===== src/rtl/seg_timer_pkg.sv =====
// Shared types, segment patterns and the BCD borrow-decrement helper for
// the countdown timer.
package seg_timer_pkg;

  typedef enum logic [1:0] {ST_IDLE, ST_RUN, ST_PAUSED, ST_EXPIRED} state_e;

  localparam int MAX_DIGITS = 16;
  localparam int MAXW       = 4 * MAX_DIGITS;

  // Active-low, bit 7 = DP, bits 6..0 = g..a
  localparam logic [7:0] SEG_0     = 8'hC0;
  localparam logic [7:0] SEG_1     = 8'hF9;
  localparam logic [7:0] SEG_2     = 8'hA4;
  localparam logic [7:0] SEG_3     = 8'hB0;
  localparam logic [7:0] SEG_4     = 8'h99;
  localparam logic [7:0] SEG_5     = 8'h92;
  localparam logic [7:0] SEG_6     = 8'h82;
  localparam logic [7:0] SEG_7     = 8'hF8;
  localparam logic [7:0] SEG_8     = 8'h80;
  localparam logic [7:0] SEG_9     = 8'h90;
  localparam logic [7:0] SEG_BLANK = 8'hFF;

  // Subtract one unit at digit 'from' with borrow up to digit n-1.
  // MSB of the result is the borrow out of the top digit (underflow).
  function automatic logic [MAXW:0] bcd_dec(input logic [MAXW-1:0] v,
                                            input logic [MAXW-1:0] radix,
                                            input int from, input int n);
    logic [MAXW-1:0] r;
    logic            b;
    logic [3:0]      dg, rx;
    r  = v;
    b  = 1'b1;
    dg = '0;
    rx = '0;
    for (int i = 0; i < MAX_DIGITS; i++) begin
      if (b && i >= from && i < n) begin
        dg = r[4*i +: 4];
        rx = radix[4*i +: 4];
        if (dg == 4'd0) begin
          r[4*i +: 4] = rx - 4'd1;
        end else begin
          r[4*i +: 4] = dg - 4'd1;
          b = 1'b0;
        end
      end
    end
    return {b, r};
  endfunction

endpackage


===== src/rtl/seg_digit_enc.sv =====
// One BCD digit to an active-low seven-segment pattern with decimal point.
module seg_digit_enc
  import seg_timer_pkg::*;
(
  input  logic [3:0] digit_i,
  input  logic       blank_i,
  input  logic       dp_i,
  output logic [7:0] seg_o
);

  logic [7:0] pat;

  always_comb begin
    pat = SEG_BLANK;
    unique case (digit_i)
      4'd0: pat = SEG_0;
      4'd1: pat = SEG_1;
      4'd2: pat = SEG_2;
      4'd3: pat = SEG_3;
      4'd4: pat = SEG_4;
      4'd5: pat = SEG_5;
      4'd6: pat = SEG_6;
      4'd7: pat = SEG_7;
      4'd8: pat = SEG_8;
      4'd9: pat = SEG_9;
      default: pat = SEG_BLANK;
    endcase
    seg_o = blank_i ? SEG_BLANK : {pat[7] & ~dp_i, pat[6:0]};
  end

endmodule


===== src/rtl/countdown_seg_timer.sv =====
// Mixed-radix BCD countdown timer with prescaled tick, strike penalty,
// expiry blink and per-digit seven-segment drive.
module countdown_seg_timer
  import seg_timer_pkg::*;
#(
  parameter int                      NUM_DIGITS    = 6,
  parameter logic [4*NUM_DIGITS-1:0] RADIX         = {4'd6, 4'd10, 4'd6, 4'd10, 4'd10, 4'd10},
  parameter int                      CLK_HZ        = 50_000_000,
  parameter int                      TICK_HZ       = 1000,
  parameter int                      BLINK_HZ      = 2,
  parameter int                      PENALTY_DIGIT = 3,
  parameter logic [NUM_DIGITS-1:0]   DP_MASK       = 6'b001000
) (
  input  logic                    clk,
  input  logic                    rst,
  input  logic                    en,
  input  logic                    load,
  input  logic [4*NUM_DIGITS-1:0] load_value,
  input  logic                    start,
  input  logic                    pause,
  input  logic                    penalty,
  output logic [8*NUM_DIGITS-1:0] segs,
  output logic [4*NUM_DIGITS-1:0] count,
  output logic                    running,
  output logic                    expired,
  output logic                    expired_pulse
);

  localparam int CW   = 4 * NUM_DIGITS;
  localparam int DIV  = CLK_HZ / TICK_HZ;
  localparam int PW   = (DIV > 1) ? $clog2(DIV) : 1;
  localparam int HALF = CLK_HZ / (2 * BLINK_HZ);
  localparam int BW   = (HALF > 1) ? $clog2(HALF) : 1;

  state_e          state_q, state_d;
  logic [CW-1:0]   count_q, count_d, clamped;
  logic [PW-1:0]   presc_q, presc_d;
  logic [BW-1:0]   bcnt_q, bcnt_d;
  logic            phase_q, phase_d, pulse_q, pulse_d;
  logic            tick, do_pen, next_zero, blank;
  logic [MAXW:0]   res_pen, res_tick;
  logic [MAXW-1:0] w_pen, after_pen, w_tick, after_tick;

  assign tick   = (state_q == ST_RUN) && (presc_q == PW'(DIV - 1));
  assign do_pen = penalty && !load && (state_q == ST_RUN || state_q == ST_PAUSED);

  // Penalty first, then tick on the penalised value; any underflow clamps to 0.
  assign res_pen    = bcd_dec(MAXW'(count_q), MAXW'(RADIX), PENALTY_DIGIT, NUM_DIGITS);
  assign w_pen      = res_pen[MAXW] ? '0 : res_pen[MAXW-1:0];
  assign after_pen  = do_pen ? w_pen : MAXW'(count_q);
  assign res_tick   = bcd_dec(after_pen, MAXW'(RADIX), 0, NUM_DIGITS);
  assign w_tick     = res_tick[MAXW] ? '0 : res_tick[MAXW-1:0];
  assign after_tick = tick ? w_tick : after_pen;
  assign next_zero  = (after_tick == '0);

  always_comb begin
    clamped = '0;
    for (int i = 0; i < NUM_DIGITS; i++) begin
      if (load_value[4*i +: 4] > RADIX[4*i +: 4] - 4'd1)
        clamped[4*i +: 4] = RADIX[4*i +: 4] - 4'd1;
      else
        clamped[4*i +: 4] = load_value[4*i +: 4];
    end
  end

  always_comb begin
    state_d = state_q;
    count_d = count_q;
    presc_d = presc_q;
    pulse_d = 1'b0;
    if (load) begin
      count_d = clamped;
      presc_d = '0;
      state_d = ST_IDLE;
    end else begin
      unique case (state_q)
        ST_IDLE: begin
          if (start && !pause) begin
            if (count_q == '0) begin
              state_d = ST_EXPIRED;
              pulse_d = 1'b1;
            end else begin
              state_d = ST_RUN;
              presc_d = '0;
            end
          end
        end
        ST_RUN: begin
          presc_d = tick ? '0 : presc_q + PW'(1);
          count_d = after_tick[CW-1:0];
          if (next_zero) begin
            state_d = ST_EXPIRED;
            pulse_d = 1'b1;
          end else if (pause) begin
            state_d = ST_PAUSED;
          end
        end
        ST_PAUSED: begin
          count_d = after_tick[CW-1:0];
          if (next_zero) begin
            state_d = ST_EXPIRED;
            pulse_d = 1'b1;
          end else if (start && !pause) begin
            state_d = ST_RUN;
          end
        end
        ST_EXPIRED: count_d = '0;
        default:    state_d = ST_IDLE;
      endcase
    end
  end

  // Blink phase runs only while staying in EXPIRED; it restarts at 0 on entry.
  always_comb begin
    bcnt_d  = '0;
    phase_d = 1'b0;
    if (state_q == ST_EXPIRED && !load) begin
      phase_d = phase_q;
      if (bcnt_q == BW'(HALF - 1)) begin
        phase_d = ~phase_q;
      end else begin
        bcnt_d = bcnt_q + BW'(1);
      end
    end
  end

  always_ff @(posedge clk or posedge rst) begin
    if (rst) begin
      state_q <= ST_IDLE;
      count_q <= '0;
      presc_q <= '0;
      bcnt_q  <= '0;
      phase_q <= 1'b0;
      pulse_q <= 1'b0;
    end else begin
      state_q <= state_d;
      count_q <= count_d;
      presc_q <= presc_d;
      bcnt_q  <= bcnt_d;
      phase_q <= phase_d;
      pulse_q <= pulse_d;
    end
  end

  assign blank         = ~en | phase_q;
  assign count         = count_q;
  assign running       = (state_q == ST_RUN);
  assign expired       = (state_q == ST_EXPIRED);
  assign expired_pulse = pulse_q;

  for (genvar g = 0; g < NUM_DIGITS; g++) begin : g_dig
    seg_digit_enc u_enc (
      .digit_i (count_q[4*g +: 4]),
      .blank_i (blank),
      .dp_i    (DP_MASK[g]),
      .seg_o   (segs[8*g +: 8])
    );
  end

endmodule


===== config.mk =====
export PLATFORM = sky130hd
export DESIGN_NAME = countdown_seg_timer
export DESIGN_NICKNAME = d
export VERILOG_FILES = /design/src/rtl/seg_timer_pkg.sv /design/src/rtl/seg_digit_enc.sv /design/src/rtl/countdown_seg_timer.sv
export SDC_FILE = /design/constraint.sdc
export NUM_CORES = 1
export LEC_CHECK = 0
export CAP_MARGIN = 20
export CORE_MARGIN = 5
export CORE_UTILIZATION = 49
export DETAILED_ROUTE_END_ITERATION = 8
export PLACE_DENSITY_LB_ADDON = 0.15
export SLEW_MARGIN = 20
export SYNTH_ARGS = -nofsm -noshare
export SYNTH_HDL_FRONTEND = slang
export SYNTH_SLANG_ARGS = --single-unit

===== constraint.sdc =====
create_clock -name clk -period 3.95 [get_ports clk]
set_input_delay 0.5925 -clock clk [delete_from_list [all_inputs] [get_ports clk]]
set_output_delay 0.5925 -clock clk [all_outputs]
set_load 0.01 [all_outputs]

==> impl_results.html <==
<table>
<tr><th>Metric</th><th>Value</th></tr>
<tr><th colspan="2">CTS</th></tr>
<tr><td>Clock edge transition at the registers on the reported setup and hold paths</td><td>0.06 ns</td></tr>
<tr><td>TritonCTS clock tree</td><td>built</td></tr>
<tr><td>Clock Sink Count</td><td>just under 70</td></tr>
<tr><td>Maximum number of buffers from clock root to sink</td><td>2</td></tr>
<tr><td>Clock latency on the worst-skew pair</td><td>approximately 0.35 ns</td></tr>
<tr><td>Root Driver</td><td>sky130_fd_sc_hd__clkbuf_16</td></tr>
<tr><td>Level count of the clock H-tree</td><td>3</td></tr>
<tr><td>Post-cts hold buffer count</td><td>0</td></tr>
<tr><td>Total CTS buffers</td><td>9</td></tr>
<tr><th colspan="2">Placed design</th></tr>
<tr><td>DPL Wire Length</td><td>between 10,000 and 15,000 um</td></tr>
<tr><td>Total of buffers placed on input and output ports</td><td>100</td></tr>
<tr><td>GP Congestion</td><td>between 0.8 and 0.9</td></tr>
<tr><th colspan="2">Cells and area</th></tr>
<tr><td>Commonest non-fill, non-tap cells in the layout</td><td>sky130_fd_sc_hd__nor2_1 (113), sky130_fd_sc_hd__clkdlybuf4s50_1 (100), sky130_fd_sc_hd__buf_4 (93), sky130_fd_sc_hd__a21oi_1 (81), sky130_fd_sc_hd__o21ai_0 (77)</td></tr>
<tr><td>Number of fill cells in the layout</td><td>about 1.1k</td></tr>
<tr><td>Commonest non-fill, non-tap cell in the layout</td><td>sky130_fd_sc_hd__nor2_1</td></tr>
<tr><td>Sequential cell area</td><td>roughly 0.0017 mm2</td></tr>
<tr><td>Number of antenna diodes</td><td>0</td></tr>
<tr><td>Net count of the finished layout</td><td>1,052</td></tr>
<tr><td>Util after Layout</td><td>0.660</td></tr>
<tr><td>Area of combinational cells with multiple inputs</td><td>0.00419 mm2</td></tr>
<tr><td>Layout overhead on the synthesized area</td><td>33.6%</td></tr>
<tr><td>Layout cell share with drive strength beyond 1</td><td>0.168</td></tr>
<tr><th colspan="2">Timing</th></tr>
<tr><td>Worst-case hold slack</td><td>0.498 ns</td></tr>
<tr><td>Setup violators final</td><td>0</td></tr>
<tr><td>Total count of max-transition violations in the final report</td><td>0</td></tr>
<tr><td>Worst-case clock skew</td><td>0.00821 ns</td></tr>
<tr><td>Final clock period utilization by the worst path</td><td>0.961</td></tr>
<tr><td>Peak clock frequency supported by timing</td><td>between 200 and 300 MHz</td></tr>
<tr><td>Max-slew headroom at the worst pin</td><td>0.512</td></tr>
<tr><td>Shortest period the worst path allows</td><td>around 3.8 ns</td></tr>
<tr><td>Final count of hold timing violations</td><td>0</td></tr>
<tr><td>Worst-Margin Slew</td><td>between 0.7 and 0.8 ns</td></tr>
<tr><th colspan="2">Drt</th></tr>
<tr><td>Routed wire length per instance</td><td>roughly 17 um</td></tr>
<tr><td>Violation count after the first detailed-route iteration</td><td>roughly 450</td></tr>
<tr><td>Residual DRC count</td><td>0</td></tr>
<tr><td>Via-to-Cell Ratio</td><td>about 5.7</td></tr>
<tr><td>Antenna-violating nets left</td><td>0</td></tr>
<tr><td>Drt first pass iters</td><td>6</td></tr>
<tr><td>Vias</td><td>around 6.5k</td></tr>
<tr><td>Total Wirelength</td><td>just under 20,000 um</td></tr>
<tr><th colspan="2">Global routing</th></tr>
<tr><td>Antenna violations before repair</td><td>0</td></tr>
<tr><td>Maximum number of pins on one net before global-route repair</td><td>44</td></tr>
<tr><td>Remaining global-route overflow</td><td>0</td></tr>
<tr><td>Vias in the first global route</td><td>approximately 6.4k</td></tr>
<tr><td>Global routing usage summed across all routing layers</td><td>0.265</td></tr>
<tr><td>First-pass GRT wire length</td><td>about 32,000 um</td></tr>
<tr><th colspan="2">Floorplanning</th></tr>
<tr><td>Floorplan die height</td><td>roughly 120 um</td></tr>
<tr><td>Die footprint</td><td>between 0.01 and 0.015 mm2</td></tr>
<tr><td>Core Area</td><td>roughly 0.012 mm2</td></tr>
<tr><td>Row Count</td><td>slightly above 40</td></tr>
<tr><td>I/O Pins</td><td>roughly 110</td></tr>
<tr><td>Starting Density</td><td>0.494</td></tr>
<tr><td>Horizontal die dimension</td><td>~120 um</td></tr>
<tr><th colspan="2">Flow run</th></tr>
<tr><td>Max Cap Viol</td><td>0</td></tr>
<tr><th colspan="2">Min path</th></tr>
<tr><td>Worst min-delay path class</td><td>reg -&gt; reg</td></tr>
<tr><td>Startpoint of the worst hold path</td><td>bcnt_q[0]</td></tr>
<tr><th colspan="2">Pwr</th></tr>
<tr><td>Max VDD drop</td><td>~350 uV</td></tr>
<tr><td>LEAKAGE</td><td>3.40 nW</td></tr>
<tr><td>Ratio of total power to cell area</td><td>between 600 and 700 mW/mm2</td></tr>
<tr><th colspan="2">Yosys</th></tr>
<tr><td>Post-synthesis register bit count</td><td>between 60 and 70</td></tr>
<tr><td>Syn. warnings</td><td>0</td></tr>
<tr><td>Number of flops mapped to enable cells by yosys</td><td>0</td></tr>
<tr><td>Proportion of register bits with asynchronous set or reset after synthesis</td><td>1.00</td></tr>
<tr><td>Number of distinct library cells after synthesis</td><td>75</td></tr>
<tr><td>Cell area after synthesis</td><td>approximately 0.0062 mm2</td></tr>
<tr><td>Sequential area share after synthesis</td><td>0.276</td></tr>
<tr><td>Cell count after synthesis</td><td>818</td></tr>
<tr><td>Dominant register cell in the synthesized netlist</td><td>sky130_fd_sc_hd__dfrtp_1</td></tr>
<tr><td>Synth Area per Inst</td><td>between 7 and 8 um2</td></tr>
<tr><th colspan="2">Critical path</th></tr>
<tr><td>Crit path from</td><td>presc_q[5]</td></tr>
<tr><td>Type of origin of the critical path</td><td>flop</td></tr>
<tr><td>Type of destination of the critical path</td><td>flop</td></tr>
<tr><td>Maximum fanout count along the critical path</td><td>10</td></tr>
<tr><td>Worst Path Class, Setup</td><td>reg -&gt; reg</td></tr>
<tr><td>Critical path required time</td><td>around 4.2 ns</td></tr>
<tr><td>Data arrival, critical path</td><td>just over 4 ns</td></tr>
<tr><td>Source of the worst register-to-register timing path</td><td>presc_q[5]</td></tr>
<tr><th colspan="2">Outcome</th></tr>
<tr><td>Result of the run</td><td>completed</td></tr>
</table>
[what timing repair did]
item / CTS / global route
setup buffers: 0 / 2
resized for setup: 0 / 19
endpoints found under the setup margin: 0 / 3
[final cells by class]
class | count | share of cell area
Timing Repair Buffer | 193 | 0.206
Tap cell | 172 | 0.0261
Inverter | 38 | 0.0173
Clock inverter | 6 | 0.00562
Sequential cell | 68 | 0.207
Multi-Input combinational cell | 668 | 0.509
Clock buffer | 10 | 0.0290
[synth_stat cells, types with 9 or more instances]
cell type / n / area (um2)
sky130_fd_sc_hd__xor2_1: 21 / 184
sky130_fd_sc_hd__nor2_1: 114 / 428
sky130_fd_sc_hd__a31oi_1: 9 / 56.3
sky130_fd_sc_hd__and3_1: 10 / 62.6
sky130_fd_sc_hd__dfrtp_1: 68 / 1700
sky130_fd_sc_hd__ha_1: 43 / 538
sky130_fd_sc_hd__nand2b_1: 19 / 119
sky130_fd_sc_hd__nor3_1: 22 / 110
sky130_fd_sc_hd__nand3_1: 25 / 125
sky130_fd_sc_hd__nor4_1: 11 / 68.8
sky130_fd_sc_hd__inv_1: 37 / 139
sky130_fd_sc_hd__clkbuf_1: 33 / 124
sky130_fd_sc_hd__nand2_1: 73 / 274
sky130_fd_sc_hd__xnor2_1: 14 / 123
sky130_fd_sc_hd__a21oi_1: 82 / 410
sky130_fd_sc_hd__nor2b_1: 9 / 56.3
sky130_fd_sc_hd__or2_2: 10 / 62.6
sky130_fd_sc_hd__nand4_1: 12 / 75.1
sky130_fd_sc_hd__o21ai_0: 79 / 395
[worst paths after layout]
kind	slack [ns]	end	depth (start not counted)
min in group asynchronous	0.69	presc_q[10]	2
worst min register to register	0.50	bcnt_q[0]	1
worst max-delay path	0.15	state_q[0]	11
max in group asynchronous	2.47	count[2]	3
worst max register to register	0.15	state_q[0]	11
worst min-delay path	0.50	bcnt_q[0]	1
[critical path: stages (launching register included)]
cell,delay (ns)
sky130_fd_sc_hd__dfrtp_1,0.42
sky130_fd_sc_hd__or4b_4,0.57
sky130_fd_sc_hd__or4_4,0.64
sky130_fd_sc_hd__a211oi_4,0.31
sky130_fd_sc_hd__nand4_1,0.17
sky130_fd_sc_hd__or2_2,0.33
sky130_fd_sc_hd__mux2i_2,0.20
sky130_fd_sc_hd__nand2_1,0.13
sky130_fd_sc_hd__nor4_4,0.33
sky130_fd_sc_hd__buf_4,0.19
sky130_fd_sc_hd__nor2_2,0.05
sky130_fd_sc_hd__o32a_1,0.34
[state kept, by name (all words and copies together) (netlist names)]
register	cells
presc_q	16
bcnt_q	24
expired_pulse	1
phase_q	1
count	24
state_q	2
[cells by family (layout without fill, tap and decap cells)]
| group | after synthesis | count (layout) | synth area share |
|---|---|---|---|
| flip-flops | 68 | 68 | 0.276 |
| buffers and inverters | 86 | 247 | 0.0650 |
| other | 1 | 5 | 0.000609 |
| AND/OR/NAND/NOR | 338 | 338 | 0.274 |
| AO/OA/AOI/OAI | 240 | 240 | 0.235 |
| multiplexers | 7 | 7 | 0.0118 |
| adder cells (fa/ha/maj) | 43 | 43 | 0.0873 |
| XOR/XNOR | 35 | 35 | 0.0498 |
[power by group]
group	total [W]	internal (W)	switching, W
Combinational	0.00355	0.00162	0.00193
Clock	0.000794	0.000447	0.000347
Sequential	0.00100	0.000809	0.000193
Total	0.00535	0.00288	0.00247
[stage by stage]
| stage | instances | area (um2) | power, W | setup WS (ns) | TNS, ns |
|---|---|---|---|---|---|
| after detailed placement | 1137 | 7850 | 0.00442 | -0.234 | -0.448 |
| after CTS | 1153 | 8140 | 0.00523 | 0.0158 | 0 |
| after floorplan | 822 | 6220 | 0.00293 | 0.0293 | 0 |
| final | 1155 | 8230 | 0.00535 | 0.152 | 0 |
| after global placement | 1137 | 7850 | 0.00437 | -0.147 | -0.293 |
| after global routing | 1155 | 8230 | 0.00573 | -0.0224 | -0.0354 |
[metal layers]
layer  routed length, um  vias to the layer above  track usage
li1                    -                     3217            -
met1                8520                     3087        0.344
met2                9650                      207        0.462
met3                1240                       22       0.0390
met4                 254                        0       0.0707
met5                   0                        -            0
No activity file was read; power rests on OpenSTA's default activity.
